$ cat src/rtl/csa_product_resolver.sv
// Serial carry-propagate resolver: adds a carry-save (pp, carry) pair CHUNK bits per cycle.
// Define CSA_RESOLVE_FAST_EN to resolve the full width in a single ADD cycle instead.
module csa_product_resolver #(
   parameter int WIDTH = 32,
   parameter int CHUNK = 8
) (
   input  logic                 clk,
   input  logic                 rst,
   input  logic                 in_valid,
   output logic                 in_ready,
   input  logic [2*WIDTH-1:0]   pp_in,
   input  logic [2*WIDTH-1:0]   carry_in,
   output logic                 out_valid,
   input  logic                 out_ready,
   output logic [2*WIDTH-1:0]   product,
   output logic                 ovf,
   output logic                 busy
);

   localparam int PW     = 2 * WIDTH;
   localparam int NCHUNK = PW / CHUNK;
   localparam int CW     = (NCHUNK > 1) ? $clog2(NCHUNK) : 1;

   typedef enum logic [1:0] {
      IDLE,
      ADD,
      DONE
   } state_e;

   state_e            state_q, state_d;
   logic [PW-1:0]     op_pp_q, op_pp_d;
   logic [PW-1:0]     op_carry_q, op_carry_d;
   logic [PW-1:0]     result_q, result_d;
   logic              ovf_q, ovf_d;

`ifdef CSA_RESOLVE_FAST_EN
   logic [PW:0]       full_sum;

   assign full_sum = {1'b0, op_pp_q} + {1'b0, op_carry_q};
`else
   logic              cbit_q, cbit_d;
   logic [CW-1:0]     cnt_q, cnt_d;
   logic [CHUNK:0]    chunk_sum;

   // Only the low chunk of each operand is ever added; the operands shift down to feed it.
   assign chunk_sum = {1'b0, op_pp_q[CHUNK-1:0]} + {1'b0, op_carry_q[CHUNK-1:0]}
                    + {{CHUNK{1'b0}}, cbit_q};
`endif

   always_comb begin
      // NOTE: every variable gets a hold-value default before the case, so no path infers a latch.
      state_d    = state_q;
      op_pp_d    = op_pp_q;
      op_carry_d = op_carry_q;
      result_d   = result_q;
      ovf_d      = ovf_q;
`ifndef CSA_RESOLVE_FAST_EN
      cbit_d     = cbit_q;
      cnt_d      = cnt_q;
`endif
      case (state_q)
         IDLE: begin
            if (in_valid) begin
               op_pp_d    = pp_in;
               op_carry_d = carry_in;
               result_d   = '0;
               ovf_d      = 1'b0;
`ifndef CSA_RESOLVE_FAST_EN
               cbit_d     = 1'b0;
               cnt_d      = '0;
`endif
               state_d    = ADD;
            end
         end
         ADD: begin
`ifdef CSA_RESOLVE_FAST_EN
            result_d = full_sum[PW-1:0];
            ovf_d    = full_sum[PW];
            state_d  = DONE;
`else
            result_d   = {chunk_sum[CHUNK-1:0], result_q[PW-1:CHUNK]};
            op_pp_d    = op_pp_q >> CHUNK;
            op_carry_d = op_carry_q >> CHUNK;
            cbit_d     = chunk_sum[CHUNK];
            cnt_d      = cnt_q + 1'b1;
            if (cnt_q == CW'(NCHUNK - 1)) begin
               ovf_d   = chunk_sum[CHUNK];
               state_d = DONE;
            end
`endif
         end
         DONE: begin
            if (out_ready) state_d = IDLE;
         end
         default: state_d = IDLE;
      endcase
   end

   always_ff @(posedge clk) begin
      if (rst) begin
         state_q    <= IDLE;
         op_pp_q    <= '0;
         op_carry_q <= '0;
         result_q   <= '0;
         ovf_q      <= 1'b0;
`ifndef CSA_RESOLVE_FAST_EN
         cbit_q     <= 1'b0;
         cnt_q      <= '0;
`endif
      end else begin
         state_q    <= state_d;
         op_pp_q    <= op_pp_d;
         op_carry_q <= op_carry_d;
         result_q   <= result_d;
         ovf_q      <= ovf_d;
`ifndef CSA_RESOLVE_FAST_EN
         cbit_q     <= cbit_d;
         cnt_q      <= cnt_d;
`endif
      end
   end

   // Handshake flags come straight from the state register, never from in_valid/out_ready.
   assign in_ready  = (state_q == IDLE);
   assign out_valid = (state_q == DONE);
   assign busy      = (state_q == ADD);
   assign product   = result_q;
   assign ovf       = ovf_q;

endmodule
$ cat config.mk
export PLATFORM = sky130hd
export DESIGN_NAME = csa_product_resolver
export DESIGN_NICKNAME = d
export VERILOG_FILES = /design/src/rtl/csa_product_resolver.sv
export SDC_FILE = /design/constraint.sdc
export NUM_CORES = 1
export LEC_CHECK = 0
export ABC_AREA = 1
export CORE_MARGIN = 2
export CORE_UTILIZATION = 35
export CTS_BUF_LIST = sky130_fd_sc_hd__clkbuf_16
export CTS_CLUSTER_SIZE = 12
export DETAILED_ROUTE_END_ITERATION = 6
export SLEW_MARGIN = 40
export SYNTH_ARGS = -nofsm -noshare
export SYNTH_HDL_FRONTEND = slang
export SYNTH_SLANG_ARGS = --single-unit
$ cat constraint.sdc
create_clock -name clk -period 2.35 [get_ports clk]
set_input_delay 0.47 -clock clk [delete_from_list [all_inputs] [get_ports clk]]
set_output_delay 0.47 -clock clk [all_outputs]
set_load 0.02 [all_outputs]
Word level (Yosys, flattened, before mapping)
Cells that the tools add are included.
{"block": "totals", "wordCells": 37, "in_bits": 132, "regBits": 199, "out_inout_bits": 68}
{"block": "op_classes", "addsub": 3, "muxes": 16, "reduce_logical": 5, "eq_ne": 6}
{"op": "64-bit case mux with 2 select lines", "count": 3}
{"op": "64-bit 2-to-1 mux", "count": 3}
{"op": "8-bit by 8-bit adder with 9-bit output", "count": 1}
{"op": "9-bit by 1-bit adder with 9-bit output", "count": 1}
{"op": "2-bit 2-to-1 mux", "count": 3}
{"op": "2-bit case mux with 3 select lines", "count": 1}
{"op": "3-bit case mux with 2 select lines", "count": 1}
{"op": "3-bit AND reduction", "count": 2}
{"op": "2-bit by 1-bit != test with 1-bit output, second input constant", "count": 2}
{"op": "1-bit case mux with 2 select lines", "count": 2}
{"op": "3-bit by 1-bit adder with 3-bit output, second input constant", "count": 1}
{"op": "3-bit == test, second input constant", "count": 1}
{"op": "3-bit 2-to-1 mux", "count": 1}
{"op": "2-bit by 1-bit == test with 1-bit output, second input constant", "count": 1}
{"op": "2-bit == test, second input constant", "count": 1}
{"op": "2-bit zero test", "count": 1}
{"op": "1-bit 2-to-1 mux", "count": 2}
{"op": "2-bit != test, second input constant", "count": 1}
{"op": "2-bit AND reduction", "count": 1}
{"op": "2-bit nonzero test", "count": 1}

Logic depth before layout (Yosys ltp)
{"block": "logic_depth", "depth_word": 4, "depth_mapped": 10, "ltp_nobuf": 10}

Worst setup path before layout
OpenSTA, ideal clock, no wires.
{"block": "synth_timing", "kind": "register to register", "from": "register op_pp_q[0]", "to": "register result_q[57] (netlist: product[57])", "setup_time_ns": 0.070, "required_time_ns": 2.280, "stages_incl_launch_ff": 6, "path_buffers": 0, "t_arrival_ns": 1.580, "slack_ns": 0.700, "synth_period_minus_slack_ns": 1.650, "path_cell_list": "dfxtp_1 -> fa_1 -> inv_1 -> fa_1 -> or2_2 -> a21oi_1"}
{"block": "synth_between", "elab_chain_len": 3}
{"element": "start: declaration", "line": "31", "source": "logic [PW-1:0] op_pp_q, op_pp_d;"}
{"element": "start signal: assignment", "line": "112", "source": "op_pp_q <= op_pp_d;"}
{"element": "8-bit by 8-bit adder with 9-bit output", "line": "46", "source": "assign chunk_sum = {1'b0, op_pp_q[CHUNK-1:0]} + {1'b0, op_carry_q[CHUNK-1:0]}"}
{"element": "9-bit by 1-bit adder with 9-bit output", "line": "47", "source": "+ {{CHUNK{1'b0}}, cbit_q};"}
{"element": "64-bit case mux with 2 select lines", "line": "61", "source": "case (state_q)"}
{"element": "end signal: assignment", "line": "114", "source": "result_q <= result_d;"}
{"element": "end: declaration", "line": "33", "source": "logic [PW-1:0] result_q, result_d;"}
No other way between the ends.
A chain may end at the register's enable or synchronous reset.

Worst setup path in the final report
{"block": "layout_timing", "from": "register state_q[0]", "to": "output busy"}
{"block": "layout_between", "elab_chain_len": 1}
{"element": "start: declaration", "line": "30", "source": "state_e state_q, state_d;"}
{"element": "start signal: assignment", "line": "111", "source": "state_q <= state_d;"}
{"element": "2-bit by 1-bit == test with 1-bit output", "line": "126", "source": "assign busy = (state_q == ADD);"}
{"element": "end: declaration", "line": "17", "source": "output logic busy"}
No other way between the ends.

==> impl_metrics.yaml <==
run_status:
  status: "finished, final reports clean"
die:
  die_y_um: 153
  initial_utilization_pct: 35.7
  rows: 54
  core_sq_mm: 0.0218
  die_width_um: 153
  ios: 200
  design.die.area_sq_mm: 0.0234
sta:
  clock_skew_ns: 0.0115
  whs_ns: 0.465
  final.setup.tns_ns: 0
  fmax_ghz: 0.437
  hold_violations: 0
  grt_setup_unrepaired: "false"
  setup_viol: 0
  finalMaxSlewViolations: 0
  relSlewSlack_pct: 48.0
  min_period_ns: 2.29
  post-route-period-util_pct: 97.3
  tightest_slew_ns: 0.780
detailed_routing:
  wl_per_cell_um: 16.3
  vias_per_cell: 5.16
  drtPass1Iterations: 4
  ant_nets: 0
  drt_wl_total_um: 22800
  drt_iter0_drc: 368
  drc: 0
  num_vias: 7197
clock_network:
  cts_tree: "yes"
  cts_resized: 0
  clock-sinks: 199
  numCtsBuffers: 17
  cts_setup_buffers: 0
  hold_buffers: 0
  cts_max_path_buffers: 2
  clkLatencyLatePin_ns: 0.44
  htree_levels: 4
  root_buffer: "clkbuf_16"
  path_clk_slew_ns: 0.07
worst_setup_path:
  critPathMaxFanout: 3
  arrival_ns: 1.82
  crit_path_end_kind: "primary output"
  start_kind: "flip-flop"
  worstPathRequired_ns: 1.88
  worstSetupPathType: "flip-flop to primary output"
yosys:
  ys_seq_elements: 199
  netlist_area_sq_mm: 0.00778
  syn_nets: 1103
  postSynthCellCount: 960
  yosysSeqAreaShare_pct: 51.2
  ys_warn_count: 0
  synth.avg_cell_area_sq_um: 8.11
  ys_types: 22
placement:
  dp.cells: 1362
  io_buffers: 199
  gp_congestion: 0.787
  place.detailed.hpwl_um: 14500
  placed_area_sq_mm: 0.00990
hold_path:
  min_path_type: "flip-flop to flip-flop"
final_layout:
  nFillCells: 2125
  instances_no_fill: 1394
  drive_above_1_share_pct: 4.67
  layout_common_cells: "a21oi_1 (206), dfxtp_1 (199), clkdlybuf4s50_1 (198), nand2_1 (172), o22ai_1 (112)"
  seq_area_sq_mm: 0.00398
  final_common_cell: "a21oi_1"
  diodes: 0
  layout.nets: 1244
  multi_input_area_sq_mm: 0.00330
  design_area_sq_mm: 0.0105
  syn_to_final_growth_pct: 34.6
global_routing:
  globalRoute.totalOverflow: 0
  grt_pass1_vias: 6856
  track_usage_pct: 19.2
  grt_max_degree: 179
  antenna_found_initial: 0
  grt_pass1_wl_um: 36700
power_and_ir_drop:
  power_mw: 7.79
  powerDensity_mw_per_mm2: 743
  peakVddDrop_v: 0.000470
  leakage_nw: 3.74
run:
  cap_violations: 0
worst paths after layout:
path	startpoint	endpoint	slack (ns)	cells past startpoint
setup / recovery	state_q[0]	busy	0.06	3
hold / removal	cnt_q[0]	cnt_q[0]	0.46	1
setup reg to reg	state_q[0]	state_q[0]	0.30	6
hold reg to reg	cnt_q[0]	cnt_q[0]	0.46	1
cell usage after synthesis (all sizes together):
master | instances | area [sq um]
nand3 | 23 | 115
inv | 21 | 78.8
or2 | 3 | 18.8
a21oi | 206 | 1030
fa | 2 | 40.0
o21ai | 117 | 589
buf | 55 | 298
nor2 | 4 | 22.5
nand4 | 1 | 6.26
o21bai | 1 | 7.51
clkinv | 1 | 3.75
ha | 9 | 113
o22ai | 112 | 701
nand2 | 172 | 646
clkbuf | 34 | 128
dfxtp | 199 | 3980
power breakdown:
group	switching [mW]	total, mW	leakage, nW	internal (mW)
clock	1.40	2.89	0.282	1.49
sequential	0.136	3.74	1.64	3.60
combinational	0.628	1.15	1.82	0.526
total	2.16	7.79	3.74	5.62
critical path, stage by stage (launching register included):
cell and delay (ns):
dfxtp_1 0.41, clkinv_2 0.14, nor2_4 0.13, clkdlybuf4s50_1 0.71
metal layers:
metal  GRT usage [%]  routed length (um)
met5               0                   0
met4            5.56                 423
met3            4.03                1030
met2            30.3               10500
met1            26.5               10800
through the flow:
| stage | utilization [%] | setup WS, ns |
|---|---|---|
| global route | 48.0 | 0.00299 |
| CTS | 48.0 | 0.0356 |
| detailed placement | 45.4 | 0.303 |
| finish | 48.0 | 0.0634 |
| global placement | 45.4 | 0.327 |
| floorplan | - | 0.700 |
cell type report:
type	instances	share of cell area [%]
inverters	22	0.848
clock buffers	17	4.06
repair buffers	211	20.8
clock inverters	15	1.41
flip-flops and latches	199	38.0
well taps	280	3.34
multi-input cells	650	31.5
cells by family (layout without fill, tap and decap cells):
logic type	Yosys count	count (layout)	synth area share [%]
buf+inv	111	265	6.53
fa+ha+maj	11	11	1.96
simple gates	203	203	10.4
compound gates	436	436	29.9
flops	199	199	51.2
state kept, by name, indices dropped and copies added, names as in the netlist:
register    flops
op_carry_q     64
product        64
ovf             1
state_q         2
cnt_q           3
op_pp_q        64
cbit_q          1
Note: power is estimated with default switching activity, not from simulation.
